File: src/rtl/mem_ctrl.sv
// mem_ctrl: serializes one 32-bit cache RAM request at a time onto an 8-bit external SRAM.
// Define MEM_CTRL_READ_BUFFER_EN to add a one-entry buffer that answers repeated reads without bus activity.
module mem_ctrl #(
  parameter int WAIT_CYCLES = 2,
  parameter int ADDR_WIDTH  = 17
) (
  input  logic                  clk,
  input  logic                  rst,
  input  logic [31:0]           ram_addr_i,
  input  logic                  ram_we_i,
  input  logic [3:0]            ram_sel_i,
  input  logic [31:0]           ram_data_i,
  input  logic                  ram_ce_i,
  output logic [31:0]           ram_data_o,
  output logic                  ram_data_ready,
  output logic                  busy_o,
  output logic [ADDR_WIDTH-1:0] ext_addr_o,
  output logic [7:0]            ext_data_o,
  input  logic [7:0]            ext_data_i,
  output logic                  ext_ce_o,
  output logic                  ext_we_o
);

  localparam int WW = (WAIT_CYCLES > 1) ? $clog2(WAIT_CYCLES) : 1;
  localparam logic [WW-1:0] LAST_WAIT = WW'(WAIT_CYCLES - 1);
  localparam int AW = ADDR_WIDTH - 2;

  typedef enum logic [1:0] {S_IDLE = 2'd0, S_XFER = 2'd1, S_DONE = 2'd2} state_t;

  state_t          r_state, w_state_nxt;
  logic [AW-1:0]   r_addr, w_addr_nxt;
  logic            r_we, w_we_nxt;
  logic [3:0]      r_sel, w_sel_nxt;
  logic [31:0]     r_wdata, w_wdata_nxt;
  logic [1:0]      r_byte, w_byte_nxt;
  logic [WW-1:0]   r_wait, w_wait_nxt;
  logic [31:0]     r_rbuf, w_rbuf_nxt;
  logic [2:0]      w_scan;
  logic            w_hit;
  logic [31:0]     w_hit_data;

  logic [31:0]           r_data_o, w_data_o_nxt;
  logic                  r_ready, w_ready_nxt;
  logic                  r_busy, w_busy_nxt;
  logic [ADDR_WIDTH-1:0] r_ext_addr, w_ext_addr_nxt;
  logic [7:0]            r_ext_data, w_ext_data_nxt;
  logic                  r_ext_ce, w_ext_ce_nxt;
  logic                  r_ext_we, w_ext_we_nxt;

  logic w_unused_addr;
  assign w_unused_addr = ^{ram_addr_i[31:ADDR_WIDTH], ram_addr_i[1:0]};

  // Returns {found, index} of the lowest enabled byte at or above 'from'.
  function automatic logic [2:0] f_next_byte(input logic [3:0] sel, input logic [2:0] from);
    logic [2:0] res;
    res = 3'b000;
    for (int i = 3; i >= 0; i--) begin
      if (sel[i] && (3'(i) >= from)) res = {1'b1, 2'(i)};
    end
    return res;
  endfunction

`ifdef MEM_CTRL_READ_BUFFER_EN
  logic          r_rb_valid;
  logic [AW-1:0] r_rb_addr;
  logic [31:0]   r_rb_data;

  assign w_hit      = r_rb_valid && !ram_we_i && (ram_addr_i[ADDR_WIDTH-1:2] == r_rb_addr);
  assign w_hit_data = r_rb_data;

  // Read buffer: filled by every external read, invalidated by any write to its word.
  always_ff @(posedge clk or negedge rst) begin
    if (!rst) begin
      r_rb_valid <= 1'b0;
      r_rb_addr  <= {AW{1'b0}};
      r_rb_data  <= 32'h0;
    end else if (r_state == S_IDLE && ram_ce_i && ram_we_i &&
                 ram_addr_i[ADDR_WIDTH-1:2] == r_rb_addr) begin
      r_rb_valid <= 1'b0;
    end else if (r_state == S_XFER && w_state_nxt == S_DONE && !r_we) begin
      r_rb_valid <= 1'b1;
      r_rb_addr  <= r_addr;
      r_rb_data  <= w_rbuf_nxt;
    end
  end
`else
  assign w_hit      = 1'b0;
  assign w_hit_data = 32'h0;
`endif

  // State and latched request registers.
  always_ff @(posedge clk or negedge rst) begin
    if (!rst) begin
      r_state <= S_IDLE;
      r_addr  <= {AW{1'b0}};
      r_we    <= 1'b0;
      r_sel   <= 4'h0;
      r_wdata <= 32'h0;
      r_byte  <= 2'd0;
      r_wait  <= {WW{1'b0}};
      r_rbuf  <= 32'h0;
    end else begin
      r_state <= w_state_nxt;
      r_addr  <= w_addr_nxt;
      r_we    <= w_we_nxt;
      r_sel   <= w_sel_nxt;
      r_wdata <= w_wdata_nxt;
      r_byte  <= w_byte_nxt;
      r_wait  <= w_wait_nxt;
      r_rbuf  <= w_rbuf_nxt;
    end
  end

  // Next-state logic: request latch, slot timing and byte sequencing.
  always_comb begin
    w_state_nxt = r_state;
    w_addr_nxt  = r_addr;
    w_we_nxt    = r_we;
    w_sel_nxt   = r_sel;
    w_wdata_nxt = r_wdata;
    w_byte_nxt  = r_byte;
    w_wait_nxt  = r_wait;
    w_rbuf_nxt  = r_rbuf;
    w_scan      = 3'b000;
    case (r_state)
      S_IDLE: begin
        if (ram_ce_i) begin
          w_addr_nxt  = ram_addr_i[ADDR_WIDTH-1:2];
          w_we_nxt    = ram_we_i;
          w_sel_nxt   = ram_sel_i;
          w_wdata_nxt = ram_data_i;
          w_wait_nxt  = {WW{1'b0}};
          w_scan      = f_next_byte(ram_we_i ? ram_sel_i : 4'b1111, 3'd0);
          w_byte_nxt  = w_scan[1:0];
          if (w_hit || !w_scan[2]) begin
            w_state_nxt = S_DONE;
          end else begin
            w_state_nxt = S_XFER;
          end
        end else begin
          w_state_nxt = S_IDLE;
        end
      end
      S_XFER: begin
        if (r_wait == LAST_WAIT) begin
          w_wait_nxt = {WW{1'b0}};
          if (!r_we) begin
            w_rbuf_nxt[{r_byte, 3'b000} +: 8] = ext_data_i;
          end else begin
            w_rbuf_nxt = r_rbuf;
          end
          w_scan = f_next_byte(r_we ? r_sel : 4'b1111, {1'b0, r_byte} + 3'd1);
          if (w_scan[2]) begin
            w_byte_nxt = w_scan[1:0];
          end else begin
            w_state_nxt = S_DONE;
          end
        end else begin
          w_wait_nxt = r_wait + {{(WW-1){1'b0}}, 1'b1};
        end
      end
      S_DONE:  w_state_nxt = S_IDLE;
      default: w_state_nxt = S_IDLE;
    endcase
  end

  // Output decode from the upcoming state so every port comes straight from a flop.
  always_comb begin
    w_ext_ce_nxt = (w_state_nxt == S_XFER);
    w_busy_nxt   = (w_state_nxt != S_IDLE);
    w_ready_nxt  = (w_state_nxt == S_DONE);
    if (w_ext_ce_nxt) begin
      w_ext_addr_nxt = {w_addr_nxt, w_byte_nxt};
      w_ext_we_nxt   = w_we_nxt;
      w_ext_data_nxt = w_we_nxt ? w_wdata_nxt[{w_byte_nxt, 3'b000} +: 8] : 8'h00;
    end else begin
      w_ext_addr_nxt = {ADDR_WIDTH{1'b0}};
      w_ext_we_nxt   = 1'b0;
      w_ext_data_nxt = 8'h00;
    end
    if (w_state_nxt == S_DONE && r_state != S_DONE && !w_we_nxt) begin
      w_data_o_nxt = (r_state == S_IDLE) ? w_hit_data : w_rbuf_nxt;
    end else begin
      w_data_o_nxt = r_data_o;
    end
  end

  // Output registers.
  always_ff @(posedge clk or negedge rst) begin
    if (!rst) begin
      r_data_o   <= 32'h0;
      r_ready    <= 1'b0;
      r_busy     <= 1'b0;
      r_ext_addr <= {ADDR_WIDTH{1'b0}};
      r_ext_data <= 8'h00;
      r_ext_ce   <= 1'b0;
      r_ext_we   <= 1'b0;
    end else begin
      r_data_o   <= w_data_o_nxt;
      r_ready    <= w_ready_nxt;
      r_busy     <= w_busy_nxt;
      r_ext_addr <= w_ext_addr_nxt;
      r_ext_data <= w_ext_data_nxt;
      r_ext_ce   <= w_ext_ce_nxt;
      r_ext_we   <= w_ext_we_nxt;
    end
  end

  assign ram_data_o     = r_data_o;
  assign ram_data_ready = r_ready;
  assign busy_o         = r_busy;
  assign ext_addr_o     = r_ext_addr;
  assign ext_data_o     = r_ext_data;
  assign ext_ce_o       = r_ext_ce;
  assign ext_we_o       = r_ext_we;

endmodule

File: config.mk
export PLATFORM = sky130hd
export DESIGN_NAME = mem_ctrl
export DESIGN_NICKNAME = d
export VERILOG_FILES = /design/src/rtl/mem_ctrl.sv
export SDC_FILE = /design/constraint.sdc
export NUM_CORES = 1
export LEC_CHECK = 0
export ABC_AREA = 1
export CORE_ASPECT_RATIO = 1.4
export CORE_UTILIZATION = 45
export DETAILED_ROUTE_END_ITERATION = 16
export DONT_BUFFER_PORTS = 1
export PLACE_DENSITY = 0.62
export RECOVER_POWER = 100
export SYNTH_ARGS = -nofsm -noshare
export SYNTH_HDL_FRONTEND = slang
export SYNTH_SLANG_ARGS = --single-unit
File: constraint.sdc
create_clock -name clk -period 1.9 [get_ports clk]
set_input_delay 0.19 -clock clk [delete_from_list [all_inputs] [get_ports clk]]
set_output_delay 0.19 -clock clk [all_outputs]
set_load 0.005 [all_outputs]
Yosys cells after proc, flatten, opt, wreduce, memory -nomap -nowiden:

Cells that the tools add are included.

* register bits after elaboration: 150
* bits of input ports: 80
* output and inout port bits: 61
* word-level logic and storage cells: 83

* add/sub/neg operators: 3
* $lt $le $gt $ge: 4
* equality and inequality tests: 5
* shifts and indexed selects: 3
* muxes and demuxes: 41
* reduce and logical (&&, ||, !) cells: 12

Operator list (count)
* two-way mux 32 bit: 6
* two-way mux 3 bit: 12
* bitwise mux 32 bit: 1
* variable shift 8 x 7 -> 32 bit (first input constant): 1
* variable part select 32 x 6 -> 8 bit: 1
* variable part select 8 x 7 -> 32 bit: 1
* two-way mux 15 bit: 2
* two-way mux 17 bit: 1
* two-way mux 8 bit: 2
* two-way mux 2 bit: 7
* two-way mux 4 bit: 2
* one-hot mux 2 bit (2 select lines): 2
* negator 5 -> 7 bit: 1
* >= comparator 1 x 3 -> 1 bit (first input constant): 2
* >= comparator 2 x 3 -> 1 bit (first input constant): 2
* logical AND 1 bit: 6
* two-way mux 1 bit: 5
* == test 2 x 1 -> 1 bit (second input constant): 2
* != test 2 bit (second input constant): 2
* AND reduction 2 bit: 2
* nonzero test 2 bit: 2
* adder 2 x 1 -> 3 bit (second input constant): 1
* == test 2 bit (second input constant): 1
* zero test 2 bit: 1
* other kinds (3): 3

Logic depth before layout (Yosys ltp):

* word-level depth: 15
* gate-level depth with buffers: 17
* gate-level depth less buffers: 15

Least setup slack after synthesis:

No wires, ideal clock.

* kind: register -> register
* from: register r_byte[0]
* to: register r_ext_data[6] (netlist: ext_data_o[6])
* setup time: 0.078 ns
* data arrival time: 1.926 ns
* data required time: 1.822 ns
* path slack: -0.103 ns
* stages on the path, launching flop included: 18
* buffers on the path: 2
* period minus slack after synthesis: 2.003 ns
* cells stage by stage: dfrtp_1 > inv_1 > ha_1 > buf_6 > inv_8 > nand2_2 > nand2_2 > nand2_2 > nor2_4 > nand2_2 > nand2_2 > nand2_2 > nand3_4 > nand2_4 > buf_6 > nand2_1 > nand3_1 > a21oi_1

* longest elaborated chain between the ends: 15
* elaborated cells on any way between the ends: 26
* classes of those cells: 1 x add/sub; 4 x order compare; 1 x eq/ne; 1 x shift; 15 x mux; 4 x reduce/logical

Ends and longest elaborated chain
* from (decl): RTL line 35 `logic [1:0] r_byte, w_byte_nxt;`
* from (signal assigned): RTL line 108 `r_byte <= w_byte_nxt;`
* adder 2 x 1 -> 3 bit: RTL line 152 `w_scan = f_next_byte(r_we ? r_sel : 4'b1111, {1'b0, r_byte} + 3'd1);`
* >= comparator 2 x 3 -> 1 bit: RTL line 58 `if (sel[i] && (3'(i) >= from)) res = {1'b1, 2'(i)};`
* logical AND 1 bit: RTL line 58
* two-way mux 3 bit (4 in series): RTL line 58
* two-way mux 3 bit: RTL line 145 `if (r_wait == LAST_WAIT) begin`
* two-way mux 3 bit: RTL line 125 `case (r_state)`
* two-way mux 2 bit: RTL line 153 `if (w_scan[2]) begin`
* two-way mux 2 bit: RTL line 145
* one-hot mux 2 bit (2 select lines) (*): RTL line 125
* via w_byte_nxt[0]: RTL line 35
* variable part select 32 x 6 -> 8 bit (*): RTL line 175 `w_ext_data_nxt = w_we_nxt ? w_wdata_nxt[{w_byte_nxt, 3'b000} +: 8] : 8'h00;`
* two-way mux 8 bit (*): RTL line 175
* two-way mux 8 bit (*): RTL line 172 `if (w_ext_ce_nxt) begin`
* via w_ext_data_nxt[6]: RTL line 46 `logic [7:0] r_ext_data, w_ext_data_nxt;`
* to (signal assigned): RTL line 203 `r_ext_data <= w_ext_data_nxt;`
* to (decl): RTL line 46

The timed path passes the listed nets; every way through them passes the cells marked *. The select of a mux whose other input is x is not followed.
A chain may end at the register's enable or synchronous reset.

Worst setup path in the final report:

* from: register r_byte[0]
* to: register r_data_o[2] (netlist: ram_data_o[2])

* longest elaborated chain between the ends: 15
* elaborated cells on any way between the ends: 29
* classes of those cells: 2 x add/sub; 4 x order compare; 1 x eq/ne; 2 x shift; 14 x mux; 6 x reduce/logical

Ends and longest elaborated chain
* adder 2 x 1 -> 3 bit (*): RTL line 152
* >= comparator 2 x 3 -> 1 bit: RTL line 58
* logical AND 1 bit: RTL line 58
* two-way mux 3 bit (3 in series): RTL line 58
* two-way mux 3 bit (*): RTL line 58
* two-way mux 3 bit (*): RTL line 145
* two-way mux 3 bit (*): RTL line 125
* two-way mux 2 bit (*): RTL line 153
* two-way mux 2 bit (*): RTL line 145
* one-hot mux 2 bit (2 select lines) (*): RTL line 125
* via w_state_nxt[1]: RTL line 30 `state_t r_state, w_state_nxt;`
* == test 2 bit (*): RTL line 181 `if (w_state_nxt == S_DONE && r_state != S_DONE && !w_we_nxt) begin`
* logical AND 1 bit (*) (2 in series): RTL line 181
* to (signal assigned): RTL line 199 `r_data_o <= w_data_o_nxt;`
* to (decl): RTL line 42 `logic [31:0] r_data_o, w_data_o_nxt;`

Marks and branches as above.

==> results.ini <==
[power]
peakVddDrop_v = 0.000953
p_switching_uw = 6600
pwr-share-comb_pct = 47.2
switching_share_pct = 40.1
cell_internal_pwr_uw = 9870
p_seq_share_pct = 32.3
p_leak_uw = 0.00399
clkPwrFrac_pct = 20.5
p_per_area_nw_per_um2 = 1920

[drt]
routedWlPerCell_um = 17.2
vias = 5072
avgViaCountPerCell = 5.23
ant_nets = 0
wl_um = 16700
drt_iter0_drc = 329
drt_first_pass_iters = 5
drc = 0

[timing]
min_period_ns = 2.00
final.period_utilization_pct = 105
finClkSkew_ns = 0.0136
rsz0062_at_grt = yes
setup_ws_ns = -0.0985
holdWs_ns = -0.534
hold_viol = 150
maxClockFrequency_ghz = 0.500
setup-violations-final = 40
slew_headroom_pct = 66.3
drv_slew = 0
worst-slew-pin-transition_ns = 0.505

[worst_setup_path]
cp-end-kind = register
worstPathCellList = buf_6, ha_2, inv_2, o21ai_4, o21ai_4, buf_4, nand3_2, o21ai_4, nand2_4, buf_6, nand2_1, o31ai_1
path_buf_inv = 4
path_class = reg -> reg
worstPathMaxFanout = 9
critPathMostFrequentCell = o21ai_4
rrSetupSlack_ns = -0.1
crit_required_ns = 2.20
r2r_cells = 12
crit_path_max_incr_delay_ns = 0.40
timing.rr.end = ram_data_o[2]
timing.rr.start = r_byte[0]
crit_path_start_kind = register
cp.arrival_ns = 2.30
slowest_stage = dfrtp_1
critical_path.top_delay_family = buffers and inverters

[yosys]
synth_top_area_cell = dfrtp_1
synth_cell_types = 35
yosysSeqAreaShare_pct = 57.3
syn-instance-count = 676
syn_area_um2 = 6550
yosys_warnings = 0
syn-num-nets = 762
yosysTopAreaCellShare_pct = 57.3
synth_area_leaders = dfrtp_1 (57%), o21ai_0 (7.3%), nand2_1 (5.7%), inv_1 (4.6%), nand3_1 (4.6%)
syn_avg_cell_area_um2 = 9.68
synth_seq_cells = 150

[grt]
antenna_found_initial = 0
grt-ovfl-total = 0
track_usage_pct = 21.9
grt_pass1_vias = 5126
grt_pass1_wl_um = 25400
grt_max_degree = 151

[clocking]
cts-root-buf = clkbuf_16
path_clk_slew_ns = 0.06
h-tree-depth = 4
holdBufCountCts = 50
cts_buffer_depth = 2
clkSinkCount = 150
numCtsBuffers = 17
clock_latency_ns = 0.42
cts_tree = yes

[layout]
syn_to_final_growth_pct = 30.8
fin_util_pct = 61.0
fin_nets = 857
antenna-diode-count = 0
finish.instance_area_um2 = 8560
drive_above_1_share_pct = 27.9

[floorplan]
io_pins = 141
die_w_um = 104
rows = 51
core_region_area_um2 = 14000
die_height_um = 145
initial_core_util_pct = 46.6
design.die.area_um2 = 15000

[min_path]
hp-class = in -> async

[placed_design]
gp_congestion = 0.890
dp_hpwl_um = 10200
port_buffers = 0
placed_area_um2 = 6930

[flow_run]
drv_cap = 0

[outcome]
status = finished, violations left
violations = hold timing, setup timing

==> synthesized netlist by cell type <==
cell type  instances
o31ai_1            8
nand2_2           11
o21ai_2            1
nand3_2            1
nand2_1           99
a31oi_4            1
dfrtp_1          150
nor2_2             1
nor3_4             1
inv_1             81
buf_4              3
buf_2             10
nor2_1            18
clkbuf_1          12
o211ai_1           1
buf_6              4
nor3_2             1
o21ai_0           96
nand2_4            2
nor3_1             9
or2_2             47
nand3_4            1
inv_8              1
inv_2              7
o21ai_1            8
mux2_2             8
a21oi_1           10
inv_4              1
nand3_1           60
buf_1              1
nor2_4             5
o41ai_2            8
nand4_1            2
ha_1               6
a21oi_4            1
==> what timing repair did <==
action / CTS / global route
endpoints found under the hold margin: 207 / 150
endpoints found under the setup margin: 57 / 60
setup buffers: 5 / 6
pin swaps: 12 / 19
cloned: 4 / 7
gates resized for setup: 26 / 50
==> flip-flops by register name, indices dropped and copies added, names as in the netlist, 4 cells and up <==
name        cells
ext_addr_o     17
ext_data_o      8
r_addr         15
r_rbuf         32
r_sel           4
r_wdata        32
ram_data_o     32
==> power by group through the flow <==
stage | Sequential (uW) | Combinational [uW] | Clock, uW
after detailed placement | 5370 | 6090 | 0
after floorplan | 5140 | 4470 | 0
final | 5320 | 7780 | 3380
after global routing | 5460 | 8540 | 3560
after CTS | 5340 | 6910 | 3430
after global placement | 5340 | 5920 | 0
==> worst max-delay path by stage <==
stage          startpoint             to  cells after the start
2_1_floorplan   r_byte[0]  ext_data_o[3]                     17
3_3_place_gp    r_byte[0]  ext_data_o[6]                     15
3_5_place_dp    r_byte[1]  ext_data_o[4]                     11
4_1_cts         r_byte[0]  ext_data_o[3]                     15
5_1_grt         r_byte[1]  ram_data_o[7]                      7
6_report        r_byte[0]  ram_data_o[2]                     12
==> metal layers <==
metal	part of all wire [%]	track usage (%)	vias up
met5	0	0	-
met4	3.2	10.2	0
met3	5.3	5.91	41
met2	54	39.9	154
met1	37	23.9	2485
li1	-	-	2392
==> cell usage in the layout, fill, tap and decap left out, drive strengths merged, types with 2 or more instances in the layout <==
cell,n
a21oi,11
o21ai,105
bufinv,2
mux2,8
nand2,116
nor3,11
or2,47
clkbuf,22
clkinv,5
o31ai,8
dfrtp,150
inv,93
dlygate4sd3,50
buf,48
clkinvlp,3
nand3,63
ha,6
nand4,2
nor2,24
o41ai,8
==> cells by family (layout without fill, tap and decap cells) <==
group / Yosys count / after routing / share of synthesized area, %
DFF: 150 / 150 / 57.3
buffers and inverters: 120 / 223 / 7.86
adders and majority gates: 6 / 6 / 1.15
and+or+nand+nor: 258 / 263 / 19.8
AOI/OAI and AO/OA: 134 / 134 / 12.4
muxes: 8 / 8 / 1.38
==> area by class of cell <==
class | instances | area, um2
Fill cell | 1146 | 5480
Sequential cell | 150 | 3750
Multi-Input combinational cell | 411 | 2570
Timing Repair Buffer | 101 | 1050
Clock buffer | 19 | 453
Inverter | 90 | 360
Tap cell | 185 | 231
Clock inverter | 13 | 145
==> metrics by stage <==
step	instances	worst slack, ns	power, uW	TNS, ns
detailed placement	865	-0.114	11500	-3.09
global placement	865	-0.0826	11300	-1.68
global route	969	-0.181	17600	-5.17
finish	969	-0.0985	16500	-2.04
CTS	956	-0.0389	15700	-0.388
floorplan	676	-0.0408	9610	-0.245
(Power assumes the default switching activity.)
